**config.mk**
```make
export PLATFORM = sky130hd
export DESIGN_NAME = key_event_arbiter_flat
export DESIGN_NICKNAME = d
export VERILOG_FILES = /design/src/rtl/key_event_arbiter_if.sv /design/src/rtl/key_event_arbiter.sv /design/src/flat_wrapper.sv
export SDC_FILE = /design/constraint.sdc
export NUM_CORES = 1
export LEC_CHECK = 0
export BUFFER_PORTS_ARGS = -buffer_cell sky130_fd_sc_hd__buf_2
export CELL_PAD_IN_SITES_DETAIL_PLACEMENT = 1
export CELL_PAD_IN_SITES_GLOBAL_PLACEMENT = 1
export CORE_MARGIN = 2
export CORE_UTILIZATION = 47
export DETAILED_ROUTE_END_ITERATION = 10
export GPL_ROUTABILITY_DRIVEN = 0
export PLACE_DENSITY_LB_ADDON = 0.1
export SLEW_MARGIN = 20
export SYNTH_ARGS = -nofsm -noshare
export SYNTH_HDL_FRONTEND = slang
export SYNTH_SLANG_ARGS = --single-unit
```
**constraint.sdc**
```tcl
create_clock -name clk -period 2.4 [get_ports clk]
set_input_delay 0.36 -clock clk [delete_from_list [all_inputs] [get_ports clk]]
set_output_delay 0.36 -clock clk [all_outputs]
set_load 0.05 [all_outputs]
```
**src/rtl/key_event_arbiter_if.sv**
```systemverilog
// Event port between the key front-end (master) and its consumer (slave):
// valid/ready handshake plus key index, direction and overflow pulse.
interface key_event_arbiter_if #(
  parameter int IDX_W = 2
);
  logic             event_valid;
  logic             event_ready;
  logic [IDX_W-1:0] event_idx;
  logic             event_press;
  logic             overflow;

  modport master (
    output event_valid,
    output event_idx,
    output event_press,
    output overflow,
    input  event_ready
  );

  modport slave (
    input  event_valid,
    input  event_idx,
    input  event_press,
    input  overflow,
    output event_ready
  );
endinterface

```
**src/rtl/key_event_arbiter.sv**
```systemverilog
// Key front-end: 3-flop synchronizer, per-key debounce, pending events and a
// round-robin arbiter onto one registered event port. Define KEY_ARB_RELEASE_EN to also report releases.
module key_event_arbiter #(
  parameter int NUM_KEYS        = 4,
  parameter int IDX_W           = 2,
  parameter int DEBOUNCE_CYCLES = 16,
  parameter int DB_W            = 5
) (
  input  logic                clk,
  input  logic                reset,
  input  logic [NUM_KEYS-1:0] keys_in,
  key_event_arbiter_if.master ev
);

  typedef enum logic {IDLE = 1'b0, PRESENT = 1'b1} state_t;

  logic [NUM_KEYS-1:0] sync1_q, sync2_q, sync3_q;
  logic [NUM_KEYS-1:0] stable_q, stable_d;
  logic [DB_W-1:0]     cnt_q [NUM_KEYS];
  logic [DB_W-1:0]     cnt_d [NUM_KEYS];
  logic [NUM_KEYS-1:0] chg_q, chg_d;
  logic [NUM_KEYS-1:0] pend_q, pend_d;
`ifdef KEY_ARB_RELEASE_EN
  logic [NUM_KEYS-1:0] pend_dir_q, pend_dir_d;
`endif

  state_t              state_q, state_d;
  logic [IDX_W-1:0]    rr_q, rr_d;
  logic                valid_q, valid_d;
  logic [IDX_W-1:0]    idx_q, idx_d;
  logic                press_q, press_d;
  logic                ovf_q, ovf_d;

  logic                gnt_found_s;
  logic [IDX_W-1:0]    gnt_idx_s;
  logic [IDX_W:0]      sum_s;
  logic [IDX_W:0]      scan_s;
  logic [NUM_KEYS-1:0] grant_oh_s;

  // Synchronizer chain; sync3_q is the synchronized key level.
  always_ff @(posedge clk or posedge reset) begin
    if (reset) begin
      sync1_q <= '0;
      sync2_q <= '0;
      sync3_q <= '0;
    end else begin
      sync1_q <= keys_in;
      sync2_q <= sync1_q;
      sync3_q <= sync2_q;
    end
  end

  // Debounce: accept a new level after DEBOUNCE_CYCLES consecutive differing samples.
  always_comb begin
    stable_d = stable_q;
    chg_d    = '0;
    for (int k = 0; k < NUM_KEYS; k++) begin
      cnt_d[k] = cnt_q[k];
      if (sync3_q[k] == stable_q[k]) begin
        cnt_d[k] = '0;
      end else if (cnt_q[k] == DB_W'(DEBOUNCE_CYCLES - 1)) begin
        cnt_d[k]    = '0;
        stable_d[k] = sync3_q[k];
`ifdef KEY_ARB_RELEASE_EN
        chg_d[k]    = 1'b1;
`else
        chg_d[k]    = sync3_q[k];
`endif
      end else begin
        cnt_d[k] = cnt_q[k] + DB_W'(1);
      end
    end
  end

  // Debounce state; the change event is registered so pending logic sees the new stable level.
  always_ff @(posedge clk or posedge reset) begin
    if (reset) begin
      stable_q <= '0;
      chg_q    <= '0;
      for (int k = 0; k < NUM_KEYS; k++) begin
        cnt_q[k] <= '0;
      end
    end else begin
      stable_q <= stable_d;
      chg_q    <= chg_d;
      for (int k = 0; k < NUM_KEYS; k++) begin
        cnt_q[k] <= cnt_d[k];
      end
    end
  end

  // Round-robin search: first pending key at or above rr_q, wrapping mod NUM_KEYS.
  always_comb begin
    gnt_found_s = 1'b0;
    gnt_idx_s   = '0;
    sum_s       = '0;
    scan_s      = '0;
    for (int off = 0; off < NUM_KEYS; off++) begin
      sum_s  = {1'b0, rr_q} + (IDX_W+1)'(off);
      scan_s = (sum_s >= (IDX_W+1)'(NUM_KEYS)) ? (sum_s - (IDX_W+1)'(NUM_KEYS)) : sum_s;
      if (!gnt_found_s && pend_q[scan_s[IDX_W-1:0]]) begin
        gnt_found_s = 1'b1;
        gnt_idx_s   = scan_s[IDX_W-1:0];
      end else begin
        gnt_found_s = gnt_found_s;
      end
    end
  end

  // Presentation FSM, pending bookkeeping and overflow detection.
  always_comb begin
    state_d    = state_q;
    valid_d    = valid_q;
    idx_d      = idx_q;
    press_d    = press_q;
    rr_d       = rr_q;
    grant_oh_s = '0;
    case (state_q)
      IDLE: begin
        if (gnt_found_s) begin
          grant_oh_s[gnt_idx_s] = 1'b1;
          valid_d = 1'b1;
          idx_d   = gnt_idx_s;
`ifdef KEY_ARB_RELEASE_EN
          press_d = pend_dir_q[gnt_idx_s];
`else
          press_d = 1'b1;
`endif
          rr_d    = (gnt_idx_s == IDX_W'(NUM_KEYS - 1)) ? '0 : (gnt_idx_s + IDX_W'(1));
          state_d = PRESENT;
        end else begin
          state_d = IDLE;
        end
      end
      PRESENT: begin
        if (valid_q && ev.event_ready) begin
          valid_d = 1'b0;
          state_d = IDLE;
        end else begin
          state_d = PRESENT;
        end
      end
      default: begin
        valid_d = 1'b0;
        state_d = IDLE;
      end
    endcase
    // A change landing on a key being granted this cycle re-arms it without overflow.
    pend_d = (pend_q & ~grant_oh_s) | chg_q;
    ovf_d  = |(chg_q & pend_q & ~grant_oh_s);
`ifdef KEY_ARB_RELEASE_EN
    pend_dir_d = (pend_dir_q & ~chg_q) | (stable_q & chg_q);
`endif
  end

  // Arbiter and output registers.
  always_ff @(posedge clk or posedge reset) begin
    if (reset) begin
      state_q    <= IDLE;
      rr_q       <= '0;
      pend_q     <= '0;
`ifdef KEY_ARB_RELEASE_EN
      pend_dir_q <= '0;
`endif
      valid_q    <= 1'b0;
      idx_q      <= '0;
      press_q    <= 1'b0;
      ovf_q      <= 1'b0;
    end else begin
      state_q    <= state_d;
      rr_q       <= rr_d;
      pend_q     <= pend_d;
`ifdef KEY_ARB_RELEASE_EN
      pend_dir_q <= pend_dir_d;
`endif
      valid_q    <= valid_d;
      idx_q      <= idx_d;
      press_q    <= press_d;
      ovf_q      <= ovf_d;
    end
  end

  assign ev.event_valid = valid_q;
  assign ev.event_idx   = idx_q;
  assign ev.event_press = press_q;
  assign ev.overflow    = ovf_q;

endmodule
```
**src/flat_wrapper.sv**
```systemverilog
// flat-port wrapper written by rule: the top's interface ports become plain ports
module key_event_arbiter_flat 
#(
  parameter int NUM_KEYS        = 4,
  parameter int IDX_W           = 2,
  parameter int DEBOUNCE_CYCLES = 16,
  parameter int DB_W            = 5
)
  (clk, reset, keys_in, ev_event_valid, ev_event_idx, ev_event_press, ev_overflow, ev_event_ready);
  key_event_arbiter_if #(.IDX_W(IDX_W)) ev_i ();
  input  logic clk;
  input  logic reset;
  input  logic [NUM_KEYS-1:0] keys_in;
  output wire logic [$bits(ev_i.event_valid)-1:0] ev_event_valid;
  output wire logic [$bits(ev_i.event_idx)-1:0] ev_event_idx;
  output wire logic [$bits(ev_i.event_press)-1:0] ev_event_press;
  output wire logic [$bits(ev_i.overflow)-1:0] ev_overflow;
  input wire logic [$bits(ev_i.event_ready)-1:0] ev_event_ready;
  assign ev_event_valid = ev_i.event_valid;
  assign ev_event_idx = ev_i.event_idx;
  assign ev_event_press = ev_i.event_press;
  assign ev_overflow = ev_i.overflow;
  assign ev_i.event_ready = ev_event_ready;
  key_event_arbiter #(.NUM_KEYS(NUM_KEYS), .IDX_W(IDX_W), .DEBOUNCE_CYCLES(DEBOUNCE_CYCLES), .DB_W(DB_W)) u_core (.clk(clk), .reset(reset), .keys_in(keys_in), .ev(ev_i));
endmodule
```
# Word-level counts from Yosys, hierarchy flattened
# Cells that the tools add are included.
# W data, S select, Z words.
[word_totals]
regBits = 52
inputBits = 7
output_inout_bits = 5
elab_cells = 124
[classes]
n_addsub = 12
magnitude_cmp = 10
n_eq_ne = 11
mux = 47
bitwise_logic = 10
n_reduce_logical = 15
[op_table]
columns = ["cell", "n"]
rows = [
  ["$mux W5", 8],
  ["$mux W1", 21],
  ["$add A5 B1 Y5 const B", 4],
  ["$eq A5 B4 Y1 const B", 4],
  ["$mux W2", 9],
  ["$lt A2 B3 Y1 const B", 5],
  ["$and A4 B4 Y4", 3],
  ["$reduce_and A2 Y1", 6],
  ["$ge A3 B3 Y1 const B", 3],
  ["$bmux W1 S2", 4],
  ["$mux W4", 2],
  ["$sub A2 B1 Y2 const B", 4],
  ["$add A2 B2 Y3 const B", 2],
  ["$logic_and A1 B1 Y1", 5],
  ["$not A1 Y1", 5],
  ["$eq A1 B1 Y1", 4],
  ["$not A4 Y4", 1],
  ["$or A4 B4 Y4", 1],
  ["$pmux W1 S2", 2],
  ["$reduce_or A4 Y1", 1],
  ["$add A2 B1 Y3 const B", 1],
  ["$ge A2 B3 Y1 const B", 1],
  ["$logic_not A1 Y1", 3],
  ["$add A2 B1 Y2 const B", 1],
  ["other kinds (5)", 5],
]

# Depth between registers and ports, before layout
# Gate-level depths: netlist (run 1).
[depth]
ltp_word = 23
mapped_depth = 8
depth_no_buf = 8

# Worst setup path after synthesis (run 1)
# OpenSTA, ideal clock, no wires.
[synth_timing]
path_type = "flip-flop to flip-flop"
start = "reg u_core.rr_q[1]"
end = "reg u_core.rr_q[1]"
setup_time_ns = 0.125
arrival_time_ns = 1.627
t_required_ns = 2.275
slack_ns = 0.648
path_stages_with_launch = 6
path_buffers = 0
period_less_slack_ns = 1.752
cell_sequence = "dfrtp_1 > mux2i_1 > nor2_1 > nor4_1 > ha_1 > mux2_4"
[synth_via]
elab_chain_len = 16
word_cells_on_any_way = 41
classes_between = "8 x add/sub; 4 x order compare; 1 x eq/ne; 21 x mux; 7 x reduce/logical"
[synth_rtl]
columns = ["element", "line_no", "source"]
rows = [
  ["start, declared", "key_event_arbiter.sv:28", "logic [IDX_W-1:0] rr_q, rr_d;"],
  ["start signal, assigned", "key_event_arbiter.sv:171", "rr_q <= rr_d;"],
  ["branches (longest 13 deep; another with $add A2 B1 Y3)", "-", ""],
  ["$mux W2 *", "key_event_arbiter.sv:101", "if (!gnt_found_s && pend_q[scan_s[IDX_W-1:0]]) begin"],
  ["named net u_core.gnt_idx_s[0]", "key_event_arbiter.sv:35", "logic [IDX_W-1:0] gnt_idx_s;"],
  ["$add A2 B1 Y2 / $eq A2 B2 Y1 (equally long branches)", "key_event_arbiter.sv:129", "rr_d = (gnt_idx_s == IDX_W'(NUM_KEYS - 1)) ? '0 : (gnt_idx_s + IDX_W'(1));"],
  ["$mux W2 *", "key_event_arbiter.sv:129", ""],
]
# Mark *: on every way through the listed nets, which the timed path passes. The select of a mux whose other input is x is not followed.
# A chain may end at the register's enable or synchronous reset.

# Worst setup path in the final report (run 1)
[layout_timing]
start = "reg u_core.rr_q[1]"
end = "reg u_core.ovf_q, in the netlist u_core.ev.overflow"
[layout_via]
elab_chain_len = 23
word_cells_on_any_way = 47
classes_between = "7 x add/sub; 6 x order compare; 24 x mux; 2 x bitwise; 8 x reduce/logical"
[layout_rtl]
columns = ["element", "line_no", "source"]
rows = [
  ["branches (longest 13 deep; another with $add A2 B1 Y3)", "-", ""],
  ["$mux W2 *", "key_event_arbiter.sv:101", ""],
  ["named net u_core.gnt_idx_s[0]", "key_event_arbiter.sv:35", ""],
  ["$lt A2 B3 Y1 (not written as such) / $ge A2 B1 Y1 (equally long branches)", "key_event_arbiter.sv:121", "grant_oh_s[gnt_idx_s] = 1'b1;"],
  ["$logic_and A1 B1 Y1 (not written as such)", "key_event_arbiter.sv:121", ""],
  ["$mux W1 (not written as such)", "key_event_arbiter.sv:121", ""],
  ["$demux W1 S2 *", "-", ""],
  ["$mux W4 *", "key_event_arbiter.sv:120", "if (gnt_found_s) begin"],
  ["$mux W4 *", "key_event_arbiter.sv:118", "case (state_q)"],
  ["$not A4 Y4 *", "key_event_arbiter.sv:150", "ovf_d = |(chg_q & pend_q & ~grant_oh_s);"],
  ["$and A4 B4 Y4 *", "key_event_arbiter.sv:150", ""],
  ["$reduce_or A4 Y1 *", "key_event_arbiter.sv:150", ""],
  ["named net u_core.ovf_d", "key_event_arbiter.sv:32", "logic ovf_q, ovf_d;"],
  ["end signal, assigned", "key_event_arbiter.sv:179", "ovf_q <= ovf_d;"],
  ["end, declared", "key_event_arbiter.sv:32", ""],
]
# Marked as above.

==> results.md, run 1 <==
* CTS tree: built
* Synth Net Count at 184
* Hold buffer count at cts at 0
* Critical Path AT at 2.16 ns
* CTS Sinks at 52
* Chip width at 71.24 microns
* Count of flip-flops with a built-in enable after synthesis at 0
* Total negative slack at 0 ns
* Reg-to-Reg End: u_core.ev.overflow$_DFF_PP0_
* Post-Route Utilization at 54.51%
* Pins Over Slew Limit at 0
* # IOs at 12
* Worst reg-to-reg path cell count at 8
* Max VDD drop at 550.0 uV
* Number of distinct library cells after synthesis at 33
* Asr flop ratio synth at 100.0%
* Synth Area in Adders at 4.711%
* Worst rel slew slack at 57.49%
* PnR worst setup slack at 0.4798 ns
* Num CTS Buffers at 5
* Inserted Diodes at 0
* Combinational family with the most area after synthesis: simple AND/OR/NAND/NOR gates
* DIE AREA at 5074 sq um
* WHS at 0.1632 ns
* WP data required at 2.64 ns
* Critical path capture point type: register
* Largest net degree at the start of global routing at 53
* Worst Tran Pin Value at 0.6376 ns
* Final WL at 3359 microns
* Clk pin slew, worst setup/hold paths at 0.09 ns
* Post-route ant nets at 0
* Yosys reg bits at 52
* RSZ-0062 raised after global routing: no
* Synth-to-layout area growth at 11.72%
* Gr ovfl total at 0
* First-pass GRT wire length at 6092 microns
* Leak Pwr at 1.138 nW
* Post-synthesis mux area share at 4.711%
* Vias per Instance at 5.162
* Period utilisation layout at 80.01%
* Core Rows at 24
* Post-DP Area at 2252 sq um
* Max-cap violation count at 0
* DR WL/cell at 13.94 microns
* FMAX at 520.8 MHz
* Yosys warning count at 0
* Global Route Usage Sum at 15.35%
* Final Hold Viols at 0
* XOR/XNOR share of the synthesized area at 3.710%
* RR Startpoint: u_core.rr_q[1]$_DFFE_PP0P_
* Gate Count Post-Synth at 169
* Pre-CTS WS at 0.4722 ns
* Avg Cell Area, Syn at 12.57 sq um
* DR iter-0 viols at 36
* Worst clock skew at 0.01026 ns
* Initial antenna violation count at 0
* Main synth FF type: dfrtp_1
* Fin nets at 203
* Initial core utilization at 48.79%
* Die height at 71.24 microns
* WHS Path Cells at 1
* Cell area after layout at 2374 sq um
* Port Buffers at 11
* H-tree depth at 2
* Worst Hold Class: primary input to register
* Share of cells above drive strength 1 at 19.58%
* Setup violators final at 0
* Skew-Pair Late Insertion Delay at 0.30 ns
* Post-Synthesis Cell Area at 2125 sq um
* Router iterations before antenna repair at 2
* Clock Tree Buf Depth at 2
* Most frequent cells in the layout: dfrtp_1, nor2_1, nand3_1
* Complex-gate fraction of the synthesized area at 6.714%
* Slack of the worst reg-to-reg path at 0.48 ns
* Commonest non-fill, non-tap cell in the layout: dfrtp_1
* Register area at 1301 sq um
* Outcome: complete, no violations
* Drc violations at 0
* Kind of critical path: register to register
* Vias at 1244
* Fin crit period at 1.920 ns
* CP startpoint kind: register
* Vias in the first global route at 1360
* Fillcell total at 456
* Setup bufs post-CTS at 0
* Sequential share of the synthesized area at 61.25%
* Core Area at 4354 sq um
* Simple-gate share of the synthesized area at 17.31%
* CTS root buffer: clkbuf_8
* Hold endpoint: u_core.sync1_q[1]$_DFF_PP0_
* P per Cell Area at 692.1 nW/um^2
* CTS resizes at 0
* DPL Wire Length at 2408 microns
* Crit-path max FO at 6
* HP Start: keys_in[1]
* Area occupied by multi-input gates at 789.5 sq um
==> cell usage after synthesis, types with 2 or more instances <==
cell type	n	area, sq um
a21oi_1	11	55.05
nand2b_1	6	37.54
dfrtp_1	52	1301
inv_1	9	33.78
a21o_1	2	15.01
xnor2_1	6	52.55
nor2b_1	6	37.54
nor2_1	14	52.55
a21o_2	2	17.52
nand4b_1	3	26.28
ha_1	8	100.1
xor2_1	3	26.28
o21ai_0	4	20.02
nand2_1	3	11.26
mux2_2	4	45.04
nand3_1	12	60.06
nor3b_1	6	45.04
mux2_4	3	45.04
==> sequential cells by signal (all words and copies together) (netlist names), 4 cells and up <==
signal and count:
u_core.cnt_q 20, u_core.chg_q 4, u_core.pend_q 4, u_core.stable_q 4
u_core.sync1_q 4, u_core.sync2_q 4, u_core.sync3_q 4
==> power by group <==
part           internal, W  switching, W
logic            0.0000381     0.0000519
clock network     0.000341      0.000272
registers         0.000908     0.0000320
total              0.00129      0.000356
==> worst max-delay path, stage by stage (launching register included) <==
cell      delay [ns]
dfrtp_1         0.46
mux2i_1         0.21
nor2_1          0.08
nor4_1          0.48
inv_1           0.13
ha_1            0.23
nand2b_1        0.09
nand3_1         0.09
nand4_1         0.10
==> logic make-up after synthesis <==
family | Yosys count
buffers and inverters | 9
AOI/OAI and AO/OA | 22
and+or+nand+nor | 61
adders and majority gates | 8
DFF | 52
muxes | 8
xor gates and xnor gates | 9
==> metrics by stage <==
step | std cells | power (W)
final | 241 | 0.001643
after global routing | 241 | 0.001721
after CTS | 241 | 0.001670
after detailed placement | 233 | 0.001052
after global placement | 233 | 0.001042
after floorplan | 169 | 0.001018
==> worst max-delay path by stage <==
stage	from	end	slack (ns)	cells past startpoint
finish	u_core.rr_q[1]$_DFFE_PP0P_	u_core.ev.overflow$_DFF_PP0_	0.48	8
floorplan	u_core.rr_q[1]$_DFFE_PP0P_	u_core.rr_q[1]$_DFFE_PP0P_	0.65	5
global route	u_core.pend_q[3]$_DFF_PP0_	u_core.ev.overflow$_DFF_PP0_	0.31	8
CTS	u_core.pend_q[2]$_DFF_PP0_	u_core.ev.overflow$_DFF_PP0_	0.47	8
detailed placement	u_core.pend_q[2]$_DFF_PP0_	u_core.ev.overflow$_DFF_PP0_	0.47	8
global placement	u_core.pend_q[2]$_DFF_PP0_	u_core.rr_q[1]$_DFFE_PP0P_	0.56	5
==> area by class of cell <==
class / count / area share (%)
Inverter: 9 / 1.423
Clock buffer: 6 / 3.479
Sequential cell: 52 / 54.82
Multi-Input combinational cell: 108 / 33.26
Timing Repair Buffer: 12 / 2.636
Clock inverter: 2 / 1.634
Tap cell: 52 / 2.741
==> routing by layer <==
layer,GRT usage [%],vias to the layer above,share of wire (%)
li1,-,614,-
met1,20.93,613,48
met2,24.07,12,48
met3,4.219,5,2.7
met4,5.031,0,1.4
met5,0,-,0
Power figures use the tool's default switching activity.
==> run 2, diff against run 1 <==
==> constraint.sdc (replaced) <==
create_clock -name clk -period 1.8 [get_ports clk]
set_input_delay 0.27 -clock clk [delete_from_list [all_inputs] [get_ports clk]]
set_output_delay 0.27 -clock clk [all_outputs]
set_load 0.05 [all_outputs]
==> run 2 against run 1 <==
Against the previous run:
- worst setup slack worse by 0.42 ns
- flip-flop and latch count unchanged
- non-clock buffer count rose by 13
- fmax increased by 10%
- wire length up 9.4%
- sequential share of layout area decreased by 2.6 points
- highest routed layer unchanged
==> results.md, run 2 (synthesis gave the netlist of run 1 again) <==
* Slack of the worst reg-to-reg path at 0.06 ns (-0.42 ns)
* Crit-path cells: buf_6 -> nor4_4 -> nor4_4 -> buf_4 -> ha_1 -> mux2_4
* Max-cap violation count at 0 (unchanged)
* Core Area at 4354 sq um (unchanged)
* Port Buffers at 11 (unchanged)
* Flop pwr share at 58.2% (+1.0 points)
* Max VDD drop at 491.2 uV (-11%)
* Global Route Usage Sum at 15.62% (+0.26 points)
* Router iterations before antenna repair at 2 (unchanged)
* CP startpoint: u_core.pend_q[2]$_DFF_PP0_
* DR WL/cell at 14.46 microns (+3.8%)
* # IOs at 12 (unchanged)
* Critical Path End: u_core.rr_q[1]$_DFFE_PP0P_
* Clk pin slew, worst setup/hold paths at 0.09 ns (about the same)
* PnR worst setup slack at 0.06225 ns (-0.4176 ns)
* RR Startpoint: u_core.pend_q[2]$_DFF_PP0_
* Int Power at 0.001676 W (+30%)
* Switching Fraction at 22.14% (+0.48 points)
* Post-route ant nets at 0 (unchanged)
* Worst Tran Pin Value at 0.4561 ns (-0.1815 ns)
* Outcome: complete, no violations
* Overall power at 0.002153 W (+31%)
* Crit-path most repeated cell: nor4_4
* NetSw at 0.0004767 W (+34%)
* Initial core utilization at 48.79% (unchanged)
* Worst reg-to-reg path cell count at 6 (-2)
* DIE AREA at 5074 sq um (unchanged)
* Slowest cell on crit path: dfrtp_1
* Kind of critical path: register to register
* Skew-Pair Late Insertion Delay at 0.30 ns (about the same)
* Leak Pwr at 1.197 nW (+5.1%)
* Fin nets at 216 (+6.4%)
* Vias in the first global route at 1420 (+4.4%)
* Gr ovfl total at 0 (unchanged)
* WP data required at 1.99 ns (-0.65 ns)
* Largest net degree at the start of global routing at 25 (-53%)
* CTS root buffer: clkbuf_8
* Pins Over Slew Limit at 0 (unchanged)
* Vias at 1339 (+7.6%)
* H-tree depth at 2 (unchanged)
* Total negative slack at 0 ns (unchanged)
* FMAX at 575.5 MHz (+10%)
* Pre-CTS WS at 0.02309 ns (-0.4492 ns)
* Core Rows at 24 (unchanged)
* Die height at 71.24 microns (unchanged)
* First-pass GRT wire length at 6168 microns (+1.2%)
* WHS at 0.07691 ns (-0.08631 ns)
* Clock Tree Buf Depth at 2 (unchanged)
* Vias per Instance at 5.272 (+2.1%)
* CP bufs+invs at 2 (+1)
* Part of the power in combinational logic at 5.8% (+0.3 points)
* Setup violators final at 0 (unchanged)
* Most frequent cells in the layout: dfrtp_1, nor2_1, nand3_1
* DR iter-0 viols at 24 (-33%)
* DPL Wire Length at 2713 microns (+13%)
* Clock power share at 36.0% (-1.3 points)
* Reg-to-Reg End: u_core.rr_q[1]$_DFFE_PP0P_
* CTS Sinks at 52 (unchanged)
* Chip width at 71.24 microns (unchanged)
* Cell family with most CP delay: simple AND/OR/NAND/NOR gates
* P per Cell Area at 862.5 nW/um^2 (+25%)
* Inserted Diodes at 0 (unchanged)
* Critical Path Stages at 6 (-2)
* Max reg flops at 20 (unchanged)
* Synth-to-layout area growth at 17.49%
* Drc violations at 0 (unchanged)
* Worst clock skew at 0.01181 ns (+0.001548 ns)
* Worst rel slew slack at 69.55% (+12 points)
* Commonest non-fill, non-tap cell in the layout: dfrtp_1
* Fin crit period at 1.738 ns (-0.1824 ns)
* Final Hold Viols at 0 (unchanged)
* Worst Hold Class: primary input to register
* Num CTS Buffers at 5 (unchanged)
* Crit-path max cell delay at 0.40 ns (-0.08 ns)
* Initial antenna violation count at 0 (unchanged)
* CP startpoint kind: register
* Crit-path max FO at 3 (-3)
* Final WL at 3674 microns (+9.4%)
* Share of cells above drive strength 1 at 27.23% (+7.7 points)
* CTS tree: built
* Period utilisation layout at 96.54% (+17 points)
* Critical Path AT at 1.93 ns (-0.23 ns)
* Critical path capture point type: register
* Largest reg by FF count: u_core.cnt_q
run 2: changes by cell type in the layout (fill, tap and decap cells not counted), moves of 2 or more:
| cell | delta |
|---|---|
| inv_1 | -2 |
| inv_2 | +2 |
| buf_6 | +2 |
| dfrtp_1 | -2 |
| dfrtp_2 | +2 |
| buf_4 | +10 |
run 2: through the flow:
step           area [sq um]  instances  util [%]
6_report               2496        254     57.33
5_1_grt                2496        254     57.33
4_1_cts                2412        247     55.40
3_5_place_dp           2290        238     52.59
3_3_place_gp           2290        238     52.59
2_1_floorplan          2125        169         -
run 2: worst min path at each step:
stage | from | depth (start not counted) | to
global placement | reset | 2 | u_core.cnt_q[15]$_DFF_PP0_
finish | keys_in[1] | 1 | u_core.sync1_q[1]$_DFF_PP0_
floorplan | keys_in[0] | 0 | u_core.sync1_q[0]$_DFF_PP0_
detailed placement | reset | 2 | u_core.cnt_q[18]$_DFF_PP0_
global route | keys_in[1] | 1 | u_core.sync1_q[1]$_DFF_PP0_
CTS | keys_in[1] | 1 | u_core.sync1_q[1]$_DFF_PP0_
run 2: cell type report:
type	count	area (sq um)
flip-flops and latches	52	1304
repair buffers	25	170.2
fillers	452	1858
clock inverters	3	42.54
well taps	52	65.06
inverters	9	33.78
multi-input cells	108	812.0
clock buffers	5	68.82
run 2: timing repair:
| action | CTS | global route |
|---|---|---|
| setup buffers | 0 | 7 |
| resized for setup | 1 | 9 |
| hold buffers | 1 | 0 |
| endpoints found under the setup margin | 1 | 5 |
| pin swaps | 0 | 3 |
| endpoints found under the hold margin | 22 | 0 |
run 2: layer usage:
layer	part of all wire (%)	GRT usage, %
met5	0	0
met4	2.0	6.709
met3	2.7	4.360
met2	53	27.37
met1	42	17.86
run 2: worst reg2reg max path, cell delays in order (launching register included):
cell	delay, ns
dfrtp_1	0.40
buf_6	0.13
nor4_4	0.35
nor4_4	0.07
buf_4	0.15
ha_1	0.28
mux2_4	0.25
run 2: power groups by stage:
stage	clock, W	sequential, W	combinational, W
final	0.000774	0.00125	0.000126
after global routing	0.000860	0.00126	0.000145
after CTS	0.000812	0.00125	0.000129
after detailed placement	0	0.00128	0.000126
after global placement	0	0.00127	0.000119
after floorplan	0	0.00127	0.0000839
==> run 3, diff against run 2 <==
--- a/config.mk
+++ b/config.mk
@@ -5,11 +5,12 @@
 export SDC_FILE = /design/constraint.sdc
 export NUM_CORES = 1
 export LEC_CHECK = 0
+export ABC_AREA = 1
 export BUFFER_PORTS_ARGS = -buffer_cell sky130_fd_sc_hd__buf_2
 export CELL_PAD_IN_SITES_DETAIL_PLACEMENT = 1
 export CELL_PAD_IN_SITES_GLOBAL_PLACEMENT = 1
 export CORE_MARGIN = 2
-export CORE_UTILIZATION = 47
+export CORE_UTILIZATION = 46
 export DETAILED_ROUTE_END_ITERATION = 10
 export GPL_ROUTABILITY_DRIVEN = 0
 export PLACE_DENSITY_LB_ADDON = 0.1
==> run 3 against run 2 <==
Against the previous run:
- die area grew 9.0%
- non-clock buffer count rose by 13
- hold slack got worse by 0.076 ns
- clock power shrank 13%
- highest routed layer unchanged
- the flow now finishes with violations (setup timing)
==> results.md, run 3 <==
* Clock Tree Buf Depth at 2 (unchanged)
* Worst Hold Class: primary input to async pin
* XOR/XNOR share of the synthesized area at 3.075% (-0.64 points)
* Main synth FF type: dfrtp_1
* Final WL at 4823 microns (+31%)
* Fin crit period at 2.029 ns (+0.2917 ns)
* Outcome: finished, violations left
* Fin nets at 299 (+38%)
* Max reg flops at 20 (unchanged)
* Kind of critical path: register to register
* Part of the power in combinational logic at 54.8% (+49 points)
* Crit-path max FO at 7 (+4)
* RSZ-0062 raised after global routing: yes
* Post-synthesis mux area share at 0% (-4.7 points)
* Simple-gate share of the synthesized area at 25.70% (+8.4 points)
* Area leader, netlist: dfrtp_1
* Setup violators final at 7 (+7)
* Max-cap violation count at 0 (unchanged)
* WP data required at 2.00 ns (about the same)
* Worst reg-to-reg path cell count at 17 (+11)
* Port Buffers at 11 (unchanged)
* Commonest non-fill, non-tap cell in the layout: dfrtp_1
* CTS root buffer: clkbuf_8
* CTS Sinks at 52 (unchanged)
* Global Route Usage Sum at 19.43% (+3.8 points)
* Largest net degree at the start of global routing at 53 (+110%)
* Post-Route Utilization at 62.26% (+4.9 points)
* Critical path capture point type: register
* Vias at 1701 (+27%)
* DR iter-0 viols at 43 (+79%)
* Initial core utilization at 47.92% (-0.87 points)
* Worst rel slew slack at 73.99% (+4.4 points)
* Yosys warning count at 0 (unchanged)
* Failing checks: setup timing
* Most frequent cells in the layout: dfrtp_1, nand2_1, nor2_1
* Reg-to-Reg End: u_core.ev.overflow$_DFF_PP0_
* Int Power at 0.002649 W (+58%)
* Inserted Diodes at 0 (unchanged)
* DIE AREA at 5532 sq um (+9.0%)
* Synth-to-layout area growth at 29.93%
* Vias in the first global route at 1862 (+31%)
* Sequential share of the synthesized area at 57.11% (-4.1 points)
* Synth top area share at 57.11% (-4.1 points)
* Worst Tran Pin Value at 0.3874 ns (-0.06870 ns)
* CTS tree: built
* Count of flip-flops with a built-in enable after synthesis at 0 (unchanged)
* Synth area leaders: dfrtp_1, nand2_1, nor2_1
* RR Startpoint: u_core.rr_q[0]$_DFFE_PP0P_
* Register area at 1304 sq um (unchanged)
* Post-Synthesis Cell Area at 2278 sq um (+7.2%)
* DPL Wire Length at 3243 microns (+20%)
* Asr flop ratio synth at 100.0% (unchanged)
* Fillcell total at 545 (+21%)
* Switching Fraction at 41.54% (+19 points)
* Initial antenna violation count at 0 (unchanged)
* Leak Pwr at 1.535 nW (+28%)
* NetSw at 0.001882 W (+290%)
* Avg Cell Area, Syn at 9.493 sq um (-24%)
* First-pass GRT wire length at 8128 microns (+32%)
* Synth Area in Adders at 4.393% (-0.32 points)
* Number of distinct library cells after synthesis at 27 (-18%)
* Yosys reg bits at 52 (unchanged)
* Num CTS Buffers at 5 (unchanged)
* Clock power share at 14.9% (-21 points)
* Max VDD drop at 769.4 uV (+57%)
* Complex-gate fraction of the synthesized area at 4.723% (-2.0 points)
* Final Hold Viols at 0 (unchanged)
* Chip width at 74.38 microns (+4.4%)
* Die height at 74.38 microns (+4.4%)
* P per Cell Area at 1531 nW/um^2 (+77%)
* Area occupied by multi-input gates at 1067 sq um (+31%)
* Count leader, synth: nand2_1
* Largest reg by FF count: u_core.cnt_q
* Core Rows at 25 (+4.2%)
* Drc violations at 0 (unchanged)
* DR WL/cell at 13.70 microns (-5.3%)
* Router iterations before antenna repair at 4 (+2)
* Vias per Instance at 4.832 (-8.3%)
* Critical Path AT at 2.23 ns (+0.30 ns)
* WHS at 0.0008258 ns (-0.07608 ns)
* Share of cells above drive strength 1 at 35.09% (+7.9 points)
* PnR worst setup slack at -0.2294 ns (-0.2917 ns)
* Core Area at 4755 sq um (+9.2%)
* CP startpoint kind: register
* Gate Count Post-Synth at 240 (+42%)
* Combinational family with the most area after synthesis: simple AND/OR/NAND/NOR gates
* Synth Net Count at 255 (+39%)
* Worst clock skew at 0.008904 ns (-0.002903 ns)
* Synth top cells by count: nand2_1, dfrtp_1, nor2_1
* Pins Over Slew Limit at 0 (unchanged)
* Clk pin slew, worst setup/hold paths at 0.09 ns (about the same)
* H-tree depth at 2 (unchanged)
* Slack of the worst reg-to-reg path at -0.23 ns (-0.29 ns)
* Hold buffer count at cts at 0 (-1)
* FMAX at 492.8 MHz (-14%)
* Post-route ant nets at 0 (unchanged)
* Skew-Pair Late Insertion Delay at 0.30 ns (about the same)
* # IOs at 12 (unchanged)
* Gr ovfl total at 0 (unchanged)
* Flop pwr share at 30.4% (-28 points)
* Period utilisation layout at 112.7% (+16 points)
## run 3: layer usage
layer	wire length (microns)	global-route usage (%)	vias to the layer above
li1	-	-	833
met1	2015	22.61	839
met2	2611	35.59	18
met3	99	3.794	11
met4	96	6.746	0
met5	0	0	-
## run 3: power groups by stage
stage	logic [W]	clock network [W]	registers, W
2_1_floorplan	0.00106	0	0.00147
3_3_place_gp	0.00159	0	0.00139
3_5_place_dp	0.00163	0	0.00140
4_1_cts	0.00227	0.000695	0.00137
5_1_grt	0.00265	0.000735	0.00139
6_report	0.00248	0.000674	0.00138
## run 3: per-stage QoR
stage          setup WS (ns)  TNS [ns]  std cells  power, W  instance area, sq um
5_1_grt              -0.3580    -2.361        352  0.004779                  2960
3_5_place_dp         -0.3824    -1.974        334  0.003032                  2590
3_3_place_gp         -0.3219    -1.392        334  0.002982                  2590
2_1_floorplan     0.00005740         0        240  0.002526                  2322
6_report             -0.2294    -1.165        352  0.004531                  2960
4_1_cts              -0.1729   -0.8781        349  0.004333                  2899
## run 3: cell type report
| cell class | count | area share (%) |
|---|---|---|
| Clock buffer | 7 | 2.916 |
| Clock inverter | 1 | 0.2536 |
| Inverter | 26 | 3.973 |
| Multi-Input combinational cell | 161 | 36.05 |
| Sequential cell | 52 | 44.04 |
| Tap cell | 67 | 2.832 |
| Timing Repair Buffer | 38 | 9.932 |
## run 3: cell families (layout without fill, tap and decap cells)
logic type      Yosys count  after routing
buf+inv                  27             72
compound gates           18             18
fa+ha+maj                 8              8
simple gates            127            127
flops                    52             52
xor+xnor                  8              8
## run 3: worst max path at each step
| stage | from | end | slack, ns | depth (start not counted) |
|---|---|---|---|---|
| 3_3_place_gp | u_core.rr_q[0]$_DFFE_PP0P_ | u_core.ev.overflow$_DFF_PP0_ | -0.32 | 16 |
| 4_1_cts | u_core.rr_q[0]$_DFFE_PP0P_ | u_core.ev.overflow$_DFF_PP0_ | -0.17 | 15 |
| 6_report | u_core.rr_q[0]$_DFFE_PP0P_ | u_core.ev.overflow$_DFF_PP0_ | -0.23 | 17 |
| 3_5_place_dp | u_core.rr_q[0]$_DFFE_PP0P_ | u_core.ev.overflow$_DFF_PP0_ | -0.38 | 16 |
| 2_1_floorplan | u_core.rr_q[0]$_DFFE_PP0P_ | u_core.ev.overflow$_DFF_PP0_ | 0.00006 | 16 |
| 5_1_grt | u_core.rr_q[0]$_DFFE_PP0P_ | u_core.ev.overflow$_DFF_PP0_ | -0.36 | 16 |
## run 3: what timing repair did
item,4_1_cts,5_1_grt
pin swaps,19,16
endpoints found under the setup margin,11,11
gates resized for setup,39,10
setup buffers,8,3
## run 3: critical path, cell delays in order, from the launching register on
cell	delay [ns]
dfrtp_2	0.46
buf_12	0.15
clkinv_8	0.06
nand2_4	0.05
nand3_2	0.06
inv_2	0.06
nor2_4	0.16
buf_4	0.13
nand3_1	0.08
nand3_2	0.09
nand2_4	0.08
inv_4	0.08
ha_4	0.13
nand3_2	0.09
nand2_2	0.09
nand2_1	0.05
inv_1	0.05
nand2_1	0.05
